--- config.mk ---
export PLATFORM = sky130hd
export DESIGN_NAME = sa_autosa_cmac_reg_bank
export DESIGN_NICKNAME = d
export VERILOG_FILES = /design/src/rtl/sa_autosa_cmac_reg_pkg.sv /design/src/rtl/sa_autosa_cmac_reg_group.sv /design/src/rtl/sa_autosa_cmac_reg_bank.sv
export SDC_FILE = /design/constraint.sdc
export NUM_CORES = 1
export LEC_CHECK = 0
export BUFFER_PORTS_ARGS = -buffer_cell sky130_fd_sc_hd__buf_2
export CAP_MARGIN = 30
export CORE_MARGIN = 2
export CORE_UTILIZATION = 42
export CTS_CLUSTER_SIZE = 28
export DETAILED_ROUTE_END_ITERATION = 8
export GPL_TIMING_DRIVEN = 0
export HOLD_SLACK_MARGIN = 0.08
export PLACE_DENSITY = 0.86
export SKIP_LAST_GASP = 1
export SLEW_MARGIN = 25
export SYNTH_ARGS = -nofsm -noshare
export SYNTH_HDL_FRONTEND = slang
export SYNTH_SLANG_ARGS = --single-unit
--- constraint.sdc ---
create_clock -name autosa_core_clk -period 4.4 [get_ports autosa_core_clk]
set_clock_uncertainty 0.2 [all_clocks]
set_input_delay 0.44 -clock autosa_core_clk [delete_from_list [all_inputs] [get_ports autosa_core_clk]]
set_output_delay 0.44 -clock autosa_core_clk [all_outputs]
set_load 0.02 [all_outputs]
--- src/rtl/sa_autosa_cmac_reg_pkg.sv ---
// CMAC register bank shared definitions:
// register offsets and field bit positions.
package sa_autosa_cmac_reg_pkg;

  localparam logic [11:0] S_STATUS    = 12'h000;
  localparam logic [11:0] S_POINTER   = 12'h004;
  localparam logic [11:0] D_OP_ENABLE = 12'h008;
  localparam logic [11:0] D_MISC_CFG  = 12'h00C;

  localparam int STAT_LOCK_ERR_BIT = 16;
  localparam int STAT_DONE_ERR_BIT = 17;
  localparam int CONS_LSB          = 16;
  localparam int PREC_LSB          = 12;
  localparam int COSA_BIT          = 0;
  localparam int OP_EN_BIT         = 0;

endpackage

--- src/rtl/sa_autosa_cmac_reg_group.sv ---
// One CMAC register group: op_en, cosa_mode, proc_precision.
// In: clk, rst, set_op_en, clr_op_en, cfg_wr, wr_data. Out: group fields.
module sa_autosa_cmac_reg_group
  import sa_autosa_cmac_reg_pkg::*;
#(
  parameter int PREC_W     = 2,
  parameter int PREC_RESET = 1
) (
  input  logic              clk,
  input  logic              rst,
  input  logic              set_op_en,
  input  logic              clr_op_en,
  input  logic              cfg_wr,
  input  logic [31:0]       wr_data,
  output logic              op_en,
  output logic              cosa_mode,
  output logic [PREC_W-1:0] proc_precision
);

  logic              op_en_q, op_en_d;
  logic              cosa_q, cosa_d;
  logic [PREC_W-1:0] prec_q, prec_d;
  logic              unused_wr;

  assign unused_wr = ^wr_data;

  always_comb begin
    op_en_d = op_en_q;
    cosa_d  = cosa_q;
    prec_d  = prec_q;
    if (cfg_wr) begin
      cosa_d = wr_data[COSA_BIT];
      prec_d = wr_data[PREC_LSB +: PREC_W];
    end
    if (set_op_en) op_en_d = 1'b1;
    // completion wins; set is only issued to unlocked groups
    if (clr_op_en) op_en_d = 1'b0;
  end

  always_ff @(posedge clk) begin
    if (rst) begin
      op_en_q <= 1'b0;
      cosa_q  <= 1'b0;
      prec_q  <= PREC_W'(PREC_RESET);
    end else begin
      op_en_q <= op_en_d;
      cosa_q  <= cosa_d;
      prec_q  <= prec_d;
    end
  end

  assign op_en          = op_en_q;
  assign cosa_mode      = cosa_q;
  assign proc_precision = prec_q;

endmodule

--- src/rtl/sa_autosa_cmac_reg_bank.sv ---
// CMAC ping-pong register bank: CSB reg write/read in, consumer group
// fields (core_*) out, core_done in, op_done/op_en_trigger pulses out.
module sa_autosa_cmac_reg_bank
  import sa_autosa_cmac_reg_pkg::*;
#(
  parameter int NUM_GROUPS = 2,
  parameter int PREC_W     = 2,
  parameter int PREC_RESET = 1
) (
  input  logic                          autosa_core_clk,
  input  logic                          autosa_core_rst,
  input  logic [11:0]                   reg_offset,
  input  logic [31:0]                   reg_wr_data,
  input  logic                          reg_wr_en,
  output logic [31:0]                   reg_rd_data,
  output logic                          op_en_trigger,
  output logic                          core_op_en,
  output logic [$clog2(NUM_GROUPS)-1:0] core_group,
  output logic                          core_cosa_mode,
  output logic [PREC_W-1:0]             core_proc_precision,
  input  logic                          core_done,
  output logic                          op_done
);

  localparam int PTR_W = $clog2(NUM_GROUPS);

  logic                  wr_status, wr_ptr;
  logic                  wr_open, wr_cfg;
  logic [NUM_GROUPS-1:0] op_en_v, cosa_v;
  logic [NUM_GROUPS-1:0] set_v, clr_v, cfg_v;
  logic [PREC_W-1:0]     prec_a [NUM_GROUPS];
  logic [PTR_W-1:0]      prod_q, prod_d;
  logic [PTR_W-1:0]      cons_q, cons_d;
  logic                  lock_err_q, lock_err_d;
  logic                  done_err_q, done_err_d;
  logic                  op_done_q, op_done_d;
  logic                  prod_locked, done_ok;

  always_comb begin
    wr_status = 1'b0;
    wr_ptr    = 1'b0;
    wr_open   = 1'b0;
    wr_cfg    = 1'b0;
    if (reg_wr_en) begin
      case (reg_offset)
        S_STATUS:    wr_status = 1'b1;
        S_POINTER:   wr_ptr    = 1'b1;
        D_OP_ENABLE: wr_open   = 1'b1;
        D_MISC_CFG:  wr_cfg    = 1'b1;
        default:     ;
      endcase
    end
  end

  // lock is judged on pre-edge state, so a same-cycle
  // completion does not unlock the group for this write
  assign prod_locked = op_en_v[prod_q];
  assign done_ok     = core_done & op_en_v[cons_q];

  always_comb begin
    set_v = '0;
    clr_v = '0;
    cfg_v = '0;
    if (wr_open && reg_wr_data[OP_EN_BIT] && !prod_locked)
      set_v[prod_q] = 1'b1;
    if (wr_cfg && !prod_locked)
      cfg_v[prod_q] = 1'b1;
    if (done_ok)
      clr_v[cons_q] = 1'b1;
  end

  assign op_en_trigger = |set_v;

  for (genvar g = 0; g < NUM_GROUPS; g++) begin : g_grp
    sa_autosa_cmac_reg_group #(
      .PREC_W    (PREC_W),
      .PREC_RESET(PREC_RESET)
    ) u_grp (
      .clk           (autosa_core_clk),
      .rst           (autosa_core_rst),
      .set_op_en     (set_v[g]),
      .clr_op_en     (clr_v[g]),
      .cfg_wr        (cfg_v[g]),
      .wr_data       (reg_wr_data),
      .op_en         (op_en_v[g]),
      .cosa_mode     (cosa_v[g]),
      .proc_precision(prec_a[g])
    );
  end

  always_comb begin
    prod_d     = prod_q;
    cons_d     = cons_q;
    lock_err_d = lock_err_q;
    done_err_d = done_err_q;
    op_done_d  = done_ok;
    if (wr_ptr) prod_d = reg_wr_data[PTR_W-1:0];
    // power-of-two group count: natural overflow wraps
    if (done_ok) cons_d = cons_q + PTR_W'(1);
    if (wr_status && reg_wr_data[STAT_LOCK_ERR_BIT])
      lock_err_d = 1'b0;
    if (wr_status && reg_wr_data[STAT_DONE_ERR_BIT])
      done_err_d = 1'b0;
    // new events override a same-cycle clear
    if (wr_cfg && prod_locked) lock_err_d = 1'b1;
    if (core_done && !op_en_v[cons_q]) done_err_d = 1'b1;
  end

  always_ff @(posedge autosa_core_clk) begin
    if (autosa_core_rst) begin
      prod_q     <= '0;
      cons_q     <= '0;
      lock_err_q <= 1'b0;
      done_err_q <= 1'b0;
      op_done_q  <= 1'b0;
    end else begin
      prod_q     <= prod_d;
      cons_q     <= cons_d;
      lock_err_q <= lock_err_d;
      done_err_q <= done_err_d;
      op_done_q  <= op_done_d;
    end
  end

  always_comb begin
    reg_rd_data = '0;
    case (reg_offset)
      S_STATUS: begin
        reg_rd_data[NUM_GROUPS-1:0]    = op_en_v;
        reg_rd_data[STAT_LOCK_ERR_BIT] = lock_err_q;
        reg_rd_data[STAT_DONE_ERR_BIT] = done_err_q;
      end
      S_POINTER: begin
        reg_rd_data[PTR_W-1:0]        = prod_q;
        reg_rd_data[CONS_LSB +: PTR_W] = cons_q;
      end
      D_OP_ENABLE:
        reg_rd_data[OP_EN_BIT] = op_en_v[prod_q];
      D_MISC_CFG: begin
        reg_rd_data[COSA_BIT]          = cosa_v[prod_q];
        reg_rd_data[PREC_LSB +: PREC_W] = prec_a[prod_q];
      end
      default: ;
    endcase
  end

  assign core_op_en          = op_en_v[cons_q];
  assign core_group          = cons_q;
  assign core_cosa_mode      = cosa_v[cons_q];
  assign core_proc_precision = prec_a[cons_q];
  assign op_done             = op_done_q;

endmodule
==> impl_metrics.toml <==
[cts]
htreeDepth = 1
clk_latency_ps = 280
postCtsSetupBuffers = 0
clockRootBuffer = "clkbuf_4"
clk_pin_slew_worst_paths_ps = 70
cts.path.max_buffers = 2
cts-resized-gates = 0
cts_hold_buf = 0
cts_buffers = 3
cts.sinks = 13
cts_tree = "yes"

[layout]
mostFrequentLayoutCells = "buf_2 (31), buf_4 (26), conb_1 (26)"
final_nets = 228
utilization = 0.5658
diodes = 0
area_growth_pct = 29.41
layout-drive-gt1-share = 0.4246
final_common_cell = "buf_2"

[floorplan]
dieArea_um2 = 2951
die_h_um = 54.32
fp.dieW_um = 54.32
initial_utilization = 0.4372
rows = 18
io_pins = 87
core_area_um2 = 2432

[detailed_routing]
drt_wl_total_um = 2176
ant_nets = 0
routedWlPerCell_um = 10.41
drt-initial-drc-count = 3
vias = 929
dr.pass1.iters = 4
drc = 0
avgViaCountPerCell = 4.445

[logic_synthesis]
syn_avg_cell_area_um2 = 8.937
synthXorXnorAreaFrac = 0
yosysUniqueCellTypes = 40
netlist_instances = 119
ys_async_sr_fraction = 0
synth_edf_count = 0
synth_top_family_by_area = "simple AND/OR/NAND/NOR gates"
yosys_warnings = 0
synth_compound_area_frac = 0.08706
synth-simple-area-share = 0.2659
ys.flop_type = "dfxtp_1"
synthAdderAreaFrac = 0
synthesis.area_um2 = 1064
ys_ff_latch = 13
yosysSeqAreaShare = 0.2447
synth.area.mux_share = 0.1447

[placement]
pre_cts_slack_ps = 1762
io_buffer_count = 31
hpwl_um = 1703
globalplace.congestion = 0.8174

[timing]
setup_viol_count_final = 0
fin_setup_tns_ps = 0
timing.fmax_ghz = 0.3778
setup_ws_ps = 1753
final.period_utilization = 0.6016
fin_crit_ps = 2647
rsz0062_at_grt = "false"
finalHoldViolations = 0
slew_viol_final = 0

[global_routing]
grt_max_degree = 11
grt_pass1_wl_um = 3353
overflow = 0
grt_usage = 0.1546
grt_pass1_vias = 790
antenna_found_initial = 0

[job]
max_cap_viol_count = 0

[worst_setup_path]
reg2regPathDepth = 5
startpoint_type = "input port"
crit_fanout = 6
rr_endpoint = "g_grp[0].u_grp.proc_precision[0]"
crit_required_ps = 3760
endpoint_kind = "primary output"
worstReg2RegStart = "prod_q"
critical_path_arrival_ps = 2010
critical_path_class = "input port to primary output"
r2r_slack_ps = 2610

[status]
outcome = "finished clean"

[worst_hold_path]
hold_end = "g_grp[1].u_grp.proc_precision[0]"
worstHoldStart = "reg_wr_data[12]"
hold-path-cell-count = 3
hold_class = "input port to register"

[power_and_ir_drop]
power_leakage_nw = 0.7243
powerDensity_nw_per_um2 = 187.1
vdd_ir_drop_max_mv = 0.1827
metal layers:
metal  track usage  share of wire  wire length (µm)  vias to the layer above
met5             0              0                 0                        -
met4       0.06250          0.011                23                        0
met3       0.01366          0.091               198                        3
met2        0.2751           0.46              1000                       44
met1        0.1897           0.44               953                      398
li1              -              -                 -                      484
kinds of logic (layout without fill, tap and decap cells):
kind of cell,Yosys count,in the layout
DFF,13,13
other,1,26
and+or+nand+nor,41,41
AOI/OAI and AO/OA,13,13
buffers and inverters,36,71
muxes,15,15
cell type report:
cell class                 instances  area, µm²
fill                             245       1056
inverter                           4      15.01
sequential                        13      260.3
buffer                            32      255.2
multi-input combinational         95      626.9
tap                               30      37.54
clock buffer                       4      26.28
timing repair buffer              31      155.1
power breakdown:
group | switching [mW] | internal [mW] | leakage [nW]
Sequential | 0.000231 | 0.118 | 0.105
Combinational | 0.0364 | 0.0290 | 0.604
Clock | 0.0386 | 0.0352 | 0.0150
Total | 0.0752 | 0.182 | 0.724
worst max path at each step:
stage | start | endpoint | slack (ps) | cells past startpoint
after floorplan | reg_offset[5] | reg_rd_data[0] | 1740 | 4
after global placement | reg_offset[5] | reg_rd_data[0] | 1750 | 6
after detailed placement | reg_offset[5] | reg_rd_data[0] | 1760 | 6
after CTS | reg_offset[5] | reg_rd_data[0] | 1750 | 6
after global routing | reg_offset[5] | reg_rd_data[16] | 1710 | 6
final | reg_offset[5] | reg_rd_data[0] | 1750 | 6
critical path: stages:
cell	delay, ps
buf_2	90
or4_4	530
buf_6	150
or3_4	400
a211oi_1	190
buf_2	200
flip-flops by register name, indices dropped and copies added, names as in the netlist:
signal                      cells
core_group                      1
done_err_q                      1
g_grp.u_grp.cosa_mode           2
g_grp.u_grp.op_en               2
g_grp.u_grp.proc_precision      4
lock_err_q                      1
op_done                         1
prod_q                          1
synthesized netlist by cell type, types with 3 or more instances:
cell      instances  area [µm²]
buf_4            26       195.2
dfxtp_1          13       260.3
mux2i_1          12       120.1
nor2_1            9       33.78
nand2_1           5       18.77
a21oi_1           4       20.02
inv_1             4       15.01
and3_1            3       18.77
clkbuf_8          3       41.29
mux2_2            3       33.78
through the flow:
| step | hold WS [ps] | std cells | area [µm²] | total power, mW |
|---|---|---|---|---|
| floorplan | 261.7 | 144 | 1157 | 0.1726 |
| global placement | 284.6 | 205 | 1350 | 0.1852 |
| detailed placement | 292.7 | 205 | 1350 | 0.1854 |
| CTS | 195.9 | 209 | 1376 | 0.2572 |
| global route | 219.0 | 209 | 1376 | 0.2685 |
| finish | 201.3 | 209 | 1376 | 0.2575 |
Power figures use the tool's default switching activity.
